[src/rtl/branch_sequencer.sv]
// Conditional-branch sequencer: issues a one-cycle condition-evaluate command to the status
// register, samples the returned condition and emits a registered branch resolution.
// Optional BRANCH_SEQ_FAST_UNCOND_EN: mask 0 requests resolve at the acceptance edge.
module branch_sequencer #(
  parameter int PC_WIDTH = 8
) (
  input  logic                clk_in,
  input  logic                reset_n_in,
  input  logic                branch_valid_in,
  output logic                branch_ready_out,
  input  logic [3:0]          branch_mask_in,
  input  logic                branch_invert_in,
  input  logic [PC_WIDTH-1:0] branch_target_in,
  input  logic                abort_in,
  output logic [3:0]          status_inst_out,
  output logic                status_copy_en_out,
  output logic                status_invert_out,
  input  logic                cond_in,
  output logic                pc_load_en_out,
  output logic [PC_WIDTH-1:0] pc_load_value_out,
  output logic                branch_done_out,
  output logic                branch_taken_out
);

  typedef enum logic [1:0] {IDLE, ISSUE, SAMPLE} state_t;

  state_t              state_q;
  logic [3:0]          status_inst_q;
  logic                status_copy_en_q;
  logic                status_invert_q;
  logic [PC_WIDTH-1:0] target_q;
  logic                pc_load_en_q;
  logic [PC_WIDTH-1:0] pc_load_value_q;
  logic                branch_done_q;
  logic                branch_taken_q;
  logic                fast_uncond;

`ifdef BRANCH_SEQ_FAST_UNCOND_EN
  assign fast_uncond = (branch_mask_in == 4'b0000);
`else
  assign fast_uncond = 1'b0;
`endif

  // The status command registers double as the latched mask/invert: they only matter in ISSUE.
  always_ff @(posedge clk_in or negedge reset_n_in) begin
    if (!reset_n_in) begin
      state_q          <= IDLE;
      status_inst_q    <= '0;
      status_copy_en_q <= 1'b0;
      status_invert_q  <= 1'b0;
      target_q         <= '0;
      pc_load_en_q     <= 1'b0;
      pc_load_value_q  <= '0;
      branch_done_q    <= 1'b0;
      branch_taken_q   <= 1'b0;
    end else begin
      branch_done_q    <= 1'b0;
      pc_load_en_q     <= 1'b0;
      status_copy_en_q <= 1'b0;
      status_inst_q    <= '0;
      status_invert_q  <= 1'b0;
      case (state_q)
        IDLE: begin
          if (branch_valid_in) begin
            target_q <= branch_target_in;
            if (fast_uncond) begin
              branch_done_q   <= 1'b1;
              branch_taken_q  <= branch_invert_in;
              pc_load_en_q    <= branch_invert_in;
              pc_load_value_q <= branch_target_in;
            end else begin
              state_q          <= ISSUE;
              status_copy_en_q <= 1'b1;
              status_inst_q    <= branch_mask_in;
              status_invert_q  <= branch_invert_in;
            end
          end
        end
        ISSUE: state_q <= abort_in ? IDLE : SAMPLE;
        SAMPLE: begin
          state_q <= IDLE;
          if (!abort_in) begin
            branch_done_q   <= 1'b1;
            branch_taken_q  <= cond_in;
            pc_load_en_q    <= cond_in;
            pc_load_value_q <= target_q;
          end
        end
        default: state_q <= IDLE;
      endcase
    end
  end

  assign branch_ready_out   = (state_q == IDLE);
  assign status_inst_out    = status_inst_q;
  assign status_copy_en_out = status_copy_en_q;
  assign status_invert_out  = status_invert_q;
  assign pc_load_en_out     = pc_load_en_q;
  assign pc_load_value_out  = pc_load_value_q;
  assign branch_done_out    = branch_done_q;
  assign branch_taken_out   = branch_taken_q;

endmodule

[config.mk]
export PLATFORM = sky130hd
export DESIGN_NAME = branch_sequencer
export DESIGN_NICKNAME = d
export VERILOG_FILES = /design/src/rtl/branch_sequencer.sv
export SDC_FILE = /design/constraint.sdc
export NUM_CORES = 1
export LEC_CHECK = 0
export BUFFER_PORTS_ARGS = -buffer_cell sky130_fd_sc_hd__buf_2
export CORE_ASPECT_RATIO = 1.2
export CORE_MARGIN = 4
export CORE_UTILIZATION = 42
export DETAILED_ROUTE_END_ITERATION = 16
export PLACE_DENSITY_LB_ADDON = 0.12
export SLEW_MARGIN = 20
export SYNTH_ARGS = -nofsm -noshare
export SYNTH_HDL_FRONTEND = slang
export SYNTH_SLANG_ARGS = --single-unit
[constraint.sdc]
create_clock -name clk_in -period 1.4 [get_ports clk_in]
set_input_delay 0.07 -clock clk_in [delete_from_list [all_inputs] [get_ports clk_in]]
set_output_delay 0.07 -clock clk_in [all_outputs]
set_load 0.05 [all_outputs]
==> Implementation_results.wiki, run 1 <==
{| class="wikitable"
! Metric !! Value
|-
| Max-slew violation count || 0
|-
| Total power after layout || 2250 uW
|-
| Fraction of layout instances using a drive strength above 1 || 54.4%
|-
| Antenna violation net count after detailed routing || 0
|-
| Router iterations before antenna repair || 2
|-
| H-tree levels || 1
|-
| Pwr/cell area || 1610 nW/um^2
|-
| Antenna violations before repair || 0
|-
| Wirelength, routed || 1.81 mm
|-
| Number of synthesis warnings || 0
|-
| Cell count after placement || 123
|-
| Maximum count of clock buffers along a single path || 2
|-
| Full die area || 3170 um^2
|-
| Count of max-cap constraint violations || 0
|-
| Upper clock frequency limit || 753 MHz
|-
| Largest net degree at the start of global routing || 28
|-
| Number of I/O pins || 36
|-
| Average instance area after synthesis || 17.2 um^2
|-
| VDD IR max || 1230 uV
|-
| Critical path data required time || 1.62 ns
|-
| Outcome || complete, no violations
|-
| Clock tree from TritonCTS || yes
|-
| Hold violation count in the final report || 0
|-
| Setup slack after placement || 0.0794 ns
|-
| Share of the yosys chip area belonging to registers || 69.1%
|-
| Detail-routed via count per cell || 4.50
|-
| Post-route non-filler standard cell count || 144
|-
| Leading post-synthesis cells by cell area || sky130_fd_sc_hd__dfrtp_1 (69%), sky130_fd_sc_hd__mux2_2 (20%), sky130_fd_sc_hd__and2_1 (3.2%)
|-
| Routed wirelength normalized by instance count || 12.6 um
|-
| Post-synthesis cell type count || 9
|-
| Library cell contributing the largest single delay on the critical path || sky130_fd_sc_hd__dfrtp_1
|-
| Critical path buffers and inverters || 1
|-
| Sw Pwr || 908 uW
|-
| Setup TNS Final || 0 ns
|-
| Type of the setup path with the least slack || register to register
|-
| DRC viols || 0
|-
| Number of buffers created by CTS || 3
|-
| Clock group share of total power || 14.4%
|-
| Final critical delay including setup and external delays || 1.33 ns
|-
| Routed vias || 648
|-
| Final cycle utilization of the critical path || 94.9%
|-
| Crit path launch type || register
|-
| NumNets Final || 133
|-
| Mapped Nets || 75
|-
| Net switching share of the total power || 40.3%
|-
| Final setup skew || 0.00306 ns
|-
| Pleak || 0.000690 uW
|-
| Iteration-0 DRC count of the detailed router || 4
|-
| Actual transition at the worst max-transition pin || 0.587 ns
|-
| # port buffers || 35
|-
| Horiz. Die Dim || 52.1 um
|-
| Internal power || 1340 uW
|-
| Maximum fanout encountered on the critical timing path || 6
|-
| Area of the core || 2140 um^2
|-
| Clock Latency Late Sink || 0.32 ns
|-
| Worst slew margin relative to its limit || 60.9%
|-
| Final global-route overflow total || 0
|-
| Starting Density || 45.7%
|-
| Total number of clock tree sinks || 27
|-
| Flip-flop and latch count after synthesis || 27
|-
| Die height || 60.9 um
|-
| Leading cell type in the layout, fill and taps excluded || sky130_fd_sc_hd__buf_2
|-
| Sequential group share of total power || 46.0%
|-
| Critical path's top delay family || flip-flops
|-
| Combinational share of power || 39.6%
|-
| Routability-driven placement congestion ratio || 0.649
|-
| CP Capture Type || register
|-
| N_diodes || 0
|-
| Setup repair after global routing missed its margin || no
|-
| Arrival time at the worst endpoint || 1.55 ns
|-
| Proportion of netlist area held by the largest area contributor || 69.1%
|-
| Placed wire-length estimate || 1.19 mm
|-
| Clock transition at the registers of the reported paths || 0.13 ns
|-
| Highest-count cells in the layout ignoring fill and taps || sky130_fd_sc_hd__buf_2 (35), sky130_fd_sc_hd__dfrtp_1 (27), sky130_fd_sc_hd__mux2_2 (17), sky130_fd_sc_hd__dlygate4sd3_1 (17), sky130_fd_sc_hd__and2_1 (5)
|-
| Synth-to-layout area growth || 43.2%
|-
| GR Util All Layers || 13.5%
|-
| Largest stage delay on the critical path || 0.47 ns
|-
| Cells along the critical path || nor3b_2 > buf_4 > mux2_2
|-
| Post-CTS Setup Inserts || 0
|-
| Worst hold path type || input pin to asynchronous set/reset pin
|-
| Root Buffer Master || sky130_fd_sc_hd__clkbuf_4
|-
| Global-route wire length before repair || 3.14 mm
|-
| Summed instance area of the synthesized netlist || 978 um^2
|-
| Total of endpoints with negative setup slack in the final report || 0
|-
| Number of gates given a new drive strength after cts || 0
|-
| Gate Count Post-Synth || 57
|-
| Yosys top cell by area || sky130_fd_sc_hd__dfrtp_1
|-
| Final critical-path setup slack || 0.0716 ns
|-
| Number of rows in the core area || 18
|-
| Via count of the first global-routing pass || 729
|-
| Fill cell total of the finished layout || 163
|}
-- flip-flops by register name (all words and copies together), names as in the netlist --
name / cells
pc_load_en_out: 1
target_q: 8
status_copy_en_out: 1
status_inst_out: 4
status_invert_out: 1
pc_load_value_out: 8
branch_done_out: 1
branch_taken_out: 1
state_q: 2
-- per-stage QoR --
| step | utilization (%) | hold slack, ns | area [um^2] |
|---|---|---|---|
| CTS | 65.5 | 0.281 | 1400 |
| detailed placement | 56.3 | 0.104 | 1200 |
| floorplan | - | -0.226 | 978 |
| global placement | 56.3 | 0.100 | 1200 |
| finish | 65.5 | 0.277 | 1400 |
| global route | 65.5 | 0.335 | 1400 |
-- synthesized netlist by cell type --
cell type                 instances
sky130_fd_sc_hd__and2_1           5
sky130_fd_sc_hd__and2_2           1
sky130_fd_sc_hd__buf_6            2
sky130_fd_sc_hd__dfrtp_1         27
sky130_fd_sc_hd__mux2_2          17
sky130_fd_sc_hd__nor2_1           1
sky130_fd_sc_hd__nor3b_1          2
sky130_fd_sc_hd__nor3b_2          1
sky130_fd_sc_hd__nor3b_4          1
-- cell families (layout without fill, tap and decap cells) --
kind of cell	after synthesis	count (layout)	share of synthesized area, %
flops	27	27	69.1
mux	17	17	19.6
simple gates	11	11	9.08
buf+inv	2	59	2.30
-- worst reg2reg max path, cell delays in order, from the launching register on --
cell	delay, ns
sky130_fd_sc_hd__dfrtp_1	0.47
sky130_fd_sc_hd__nor3b_2	0.24
sky130_fd_sc_hd__buf_4	0.19
sky130_fd_sc_hd__mux2_2	0.33
-- path summary, 6_finish.rpt --
kind	start	endpoint	slack, ns	cells after the start
min in group clk_in	abort_in	state_q[1]	0.48	3
max reg2reg	state_q[0]	pc_load_value_out[2]	0.07	3
min	reset_n_in	branch_done_out	0.28	2
min reg2reg	pc_load_value_out[7]	pc_load_value_out[7]	0.52	1
max	state_q[0]	pc_load_value_out[2]	0.07	3
max in group asynchronous	reset_n_in	target_q[6]	0.75	2
-- cell type report --
cell class	instances	area, um^2	share of cell area, %
clock buffer	3	22.5	1.61
clock inverter	1	5.00	0.357
multi-input combinational	28	280	20.0
sequential	27	676	48.2
tap	30	37.5	2.68
timing repair buffer	55	380	27.1
-- power groups by stage --
stage | logic, uW | registers, uW | clock network, uW
after floorplan | 194 | 1500 | 0
after global placement | 854 | 1050 | 0
after detailed placement | 865 | 1050 | 0
after CTS | 902 | 1040 | 344
after global routing | 940 | 1060 | 372
final | 891 | 1040 | 324
-- repair_timing --
action                                  4_1_cts  5_1_grt
hold buffers                                 17        0
endpoints found under the hold margin        44        0
endpoints found under the setup margin        0        0
-- routing by layer --
layer / wire length [um] / track usage, %
met1: 732 / 14.8
met4: 24 / 5.62
met3: 103 / 2.46
met2: 949 / 25.1
met5: 0 / 0
Note: power is estimated with default switching activity, not from simulation.
==> run 2, diff against run 1 <==
Settings changed: ABC_AREA from default to 1, ABC_CLOCK_PERIOD_IN_PS from default to 1400, CORE_UTILIZATION 42 to 43.
==> Implementation_results.wiki, run 2 <==
{| class="wikitable"
! Metric !! Value
|-
| Number of rows in the core area || 19 (+1)
|-
| Mapped Nets || 120 (+60%)
|-
| R2R depth || 5 (+2)
|-
| Routability-driven placement congestion ratio || 0.803 (+24%)
|-
| Detail-routed via count per cell || 4.43 (-1.6%)
|-
| Die height || 61.4 um (+0.94%)
|-
| Number of buffers created by CTS || 3 (unchanged)
|-
| Routed wirelength normalized by instance count || 11.4 um (-9.6%)
|-
| Final critical delay including setup and external delays || 1.29 ns (-0.0419 ns)
|-
| Crit path launch type || register
|-
| Largest net degree at the start of global routing || 28 (unchanged)
|-
| Total power after layout || 2030 uW (-9.9%)
|-
| Antenna violation net count after detailed routing || 0 (unchanged)
|-
| Most used flip-flop cell after synthesis || sky130_fd_sc_hd__dfrtp_1
|-
| Horiz. Die Dim || 52.5 um (+0.91%)
|-
| Antenna violations before repair || 0 (unchanged)
|-
| Yosys top cell by area || sky130_fd_sc_hd__dfrtp_1
|-
| # port buffers || 35 (unchanged)
|-
| GR Util All Layers || 14.7% (+1.3 points)
|-
| Worst slew margin relative to its limit || 61.7% (+0.78 points)
|-
| Arrival time at the worst endpoint || 1.22 ns (-0.33 ns)
|-
| Pwr/cell area || 1440 nW/um^2 (-10%)
|-
| Flip-flop and latch count after synthesis || 27 (unchanged)
|-
| Post-route cell area || 1410 um^2 (+0.36%)
|-
| CP Capture Type || output pin
|-
| Starting Density || 44.8% (-0.88 points)
|-
| Wirelength, routed || 2.10 mm (+16%)
|-
| Pleak || 0.000824 uW (+19%)
|-
| Via count of the first global-routing pass || 802 (+10%)
|-
| Number of enable-type register cells in the synthesized netlist || 0 (unchanged)
|-
| Depth of the worst hold-timing path || 3
|-
| Highest-count cells in the layout ignoring fill and taps || sky130_fd_sc_hd__nand2_1 (34), sky130_fd_sc_hd__buf_2 (34), sky130_fd_sc_hd__dfrtp_1 (27)
|-
| Final setup skew || 0.0116 ns (+0.00849 ns)
|-
| Router iterations before antenna repair || 4 (+2)
|-
| Clock tree from TritonCTS || yes
|-
| Clock Latency Late Sink || 0.32 ns (about the same)
|-
| Actual transition at the worst max-transition pin || 0.575 ns (-0.0117 ns)
|-
| Max-slew violation count || 0 (unchanged)
|-
| Worst hold path type || input pin to register
|-
| Hold violation count in the final report || 0 (unchanged)
|-
| Fill cell total of the finished layout || 223 (+37%)
|-
| Average instance area after synthesis || 10.0 um^2 (-42%)
|-
| Count of max-cap constraint violations || 0 (unchanged)
|-
| Number of I/O pins || 36 (unchanged)
|-
| Post-synthesis cell type count || 13 (+4)
|-
| Iteration-0 DRC count of the detailed router || 13 (+9)
|-
| Leading post-synthesis cells by cell area || sky130_fd_sc_hd__dfrtp_1 (66%), sky130_fd_sc_hd__nand2_1 (12%), sky130_fd_sc_hd__nand4_1 (5.5%)
|-
| Critical path data required time || 1.33 ns (-0.29 ns)
|-
| Setup repair after global routing missed its margin || no
|-
| Summed instance area of the synthesized netlist || 1020 um^2 (+4.6%)
|-
| Area of the core || 2280 um^2 (+6.7%)
|-
| Number of synthesis warnings || 0 (unchanged)
|-
| Cell with the most instances after synthesis || sky130_fd_sc_hd__nand2_1
|-
| Top cells by instance count after synthesis || sky130_fd_sc_hd__nand2_1 (34), sky130_fd_sc_hd__dfrtp_1 (27), sky130_fd_sc_hd__inv_1 (10), sky130_fd_sc_hd__nand4_1 (9), sky130_fd_sc_hd__nand3_1 (8)
|-
| Type of the setup path with the least slack || register to output pin
|-
| Utilization of the core after routing || 61.6% (-3.9 points)
|-
| H-tree levels || 1 (unchanged)
|-
| Setup TNS Final || 0 ns (unchanged)
|-
| Upper clock frequency limit || 777 MHz (+3.3%)
|-
| Async set or reset register ratio after synthesis || 100% (unchanged)
|-
| Root Buffer Master || sky130_fd_sc_hd__clkbuf_4
|-
| Fraction of layout instances using a drive strength above 1 || 28.6% (-26 points)
|-
| Full die area || 3230 um^2 (+1.9%)
|-
| VDD IR max || 748 uV (-39%)
|-
| Post-placement cell area || 1220 um^2 (+1.2%)
|-
| Total number of clock tree sinks || 27 (unchanged)
|-
| Global-route wire length before repair || 3.53 mm (+13%)
|-
| NumNets Final || 173 (+30%)
|-
| Gate Count Post-Synth || 102 (+79%)
|-
| Proportion of netlist area held by the largest area contributor || 66.0% (-3.0 points)
|-
| Outcome || complete, no violations
|-
| DRC viols || 0 (unchanged)
|-
| Total of endpoints with negative setup slack in the final report || 0 (unchanged)
|-
| Final cycle utilization of the critical path || 91.9% (-3.0 points)
|-
| Final global-route overflow total || 0 (unchanged)
|-
| Share of the yosys chip area belonging to registers || 66.0% (-3.0 points)
|-
| N_diodes || 0 (unchanged)
|-
| Routed vias || 819 (+26%)
|-
| Placed wire-length estimate || 1.47 mm (+23%)
|-
| Clock transition at the registers of the reported paths || 0.14 ns (about the same)
|-
| Maximum fanout encountered on the critical timing path || 12 (+6)
|-
| Synth-to-layout area growth || 37.4%
|-
| Maximum count of clock buffers along a single path || 2 (unchanged)
|}
[run 2: repair_timing]
item	in CTS	in global routing
hold buffers	15	0
endpoints found under the hold margin	41	0
resized for setup	1	0
setup buffers	1	0
endpoints found under the setup margin	1	0
[run 2: through the flow]
stage	std cells	hold WS, ns	setup WS, ns
after floorplan	102	-0.226	0.114
after global placement	165	0.0952	0.198
after detailed placement	165	0.106	0.175
after CTS	185	0.00645	0.0938
after global routing	185	0.00799	0.0315
final	185	0.0157	0.113
[run 2: final timing paths]
kind | slack, ns | to | from
setup / recovery | 0.11 | branch_ready_out | state_q[1]
setup reg to reg | 0.18 | target_q[6] | state_q[1]
max in group asynchronous | 0.75 | status_copy_en_out | reset_n_in
hold / removal | 0.02 | pc_load_en_out | cond_in
min in group asynchronous | 0.26 | pc_load_value_out[5] | reset_n_in
hold reg to reg | 0.48 | pc_load_value_out[3] | pc_load_value_out[3]
[run 2: per-layer routing]
metal,routed length (um),vias up,global-route usage [%]
met4,15,0,5.47
met2,1090,25,24.5
met3,99,2,2.18
met1,897,368,19.7
li1,-,424,-
met5,0,-,0
[run 2: layout make-up]
type	count	area [um^2]	area share (%)
clock buffers	3	22.5	1.60
clock inverters	1	5.00	0.356
inverters	11	41.3	2.94
multi-input cells	60	280	19.9
flip-flops and latches	27	676	48.0
well taps	31	38.8	2.76
repair buffers	52	343	24.4
[run 2: power by group]
group / internal, uW / total (uW) / switching (uW)
clock network: 107 / 320 / 213
logic: 183 / 713 / 530
registers: 919 / 996 / 77.2
[run 2: kinds of logic after synthesis]
kind of cell	share of synthesized area [%]
simple gates	27.4
buf+inv	6.60
flops	66.0
[run 2: worst max-delay path, cell delays in order, from the launching register on]
cell,delay [ns]
sky130_fd_sc_hd__dfrtp_1,0.55
sky130_fd_sc_hd__nor2_4,0.15
sky130_fd_sc_hd__buf_4,0.21
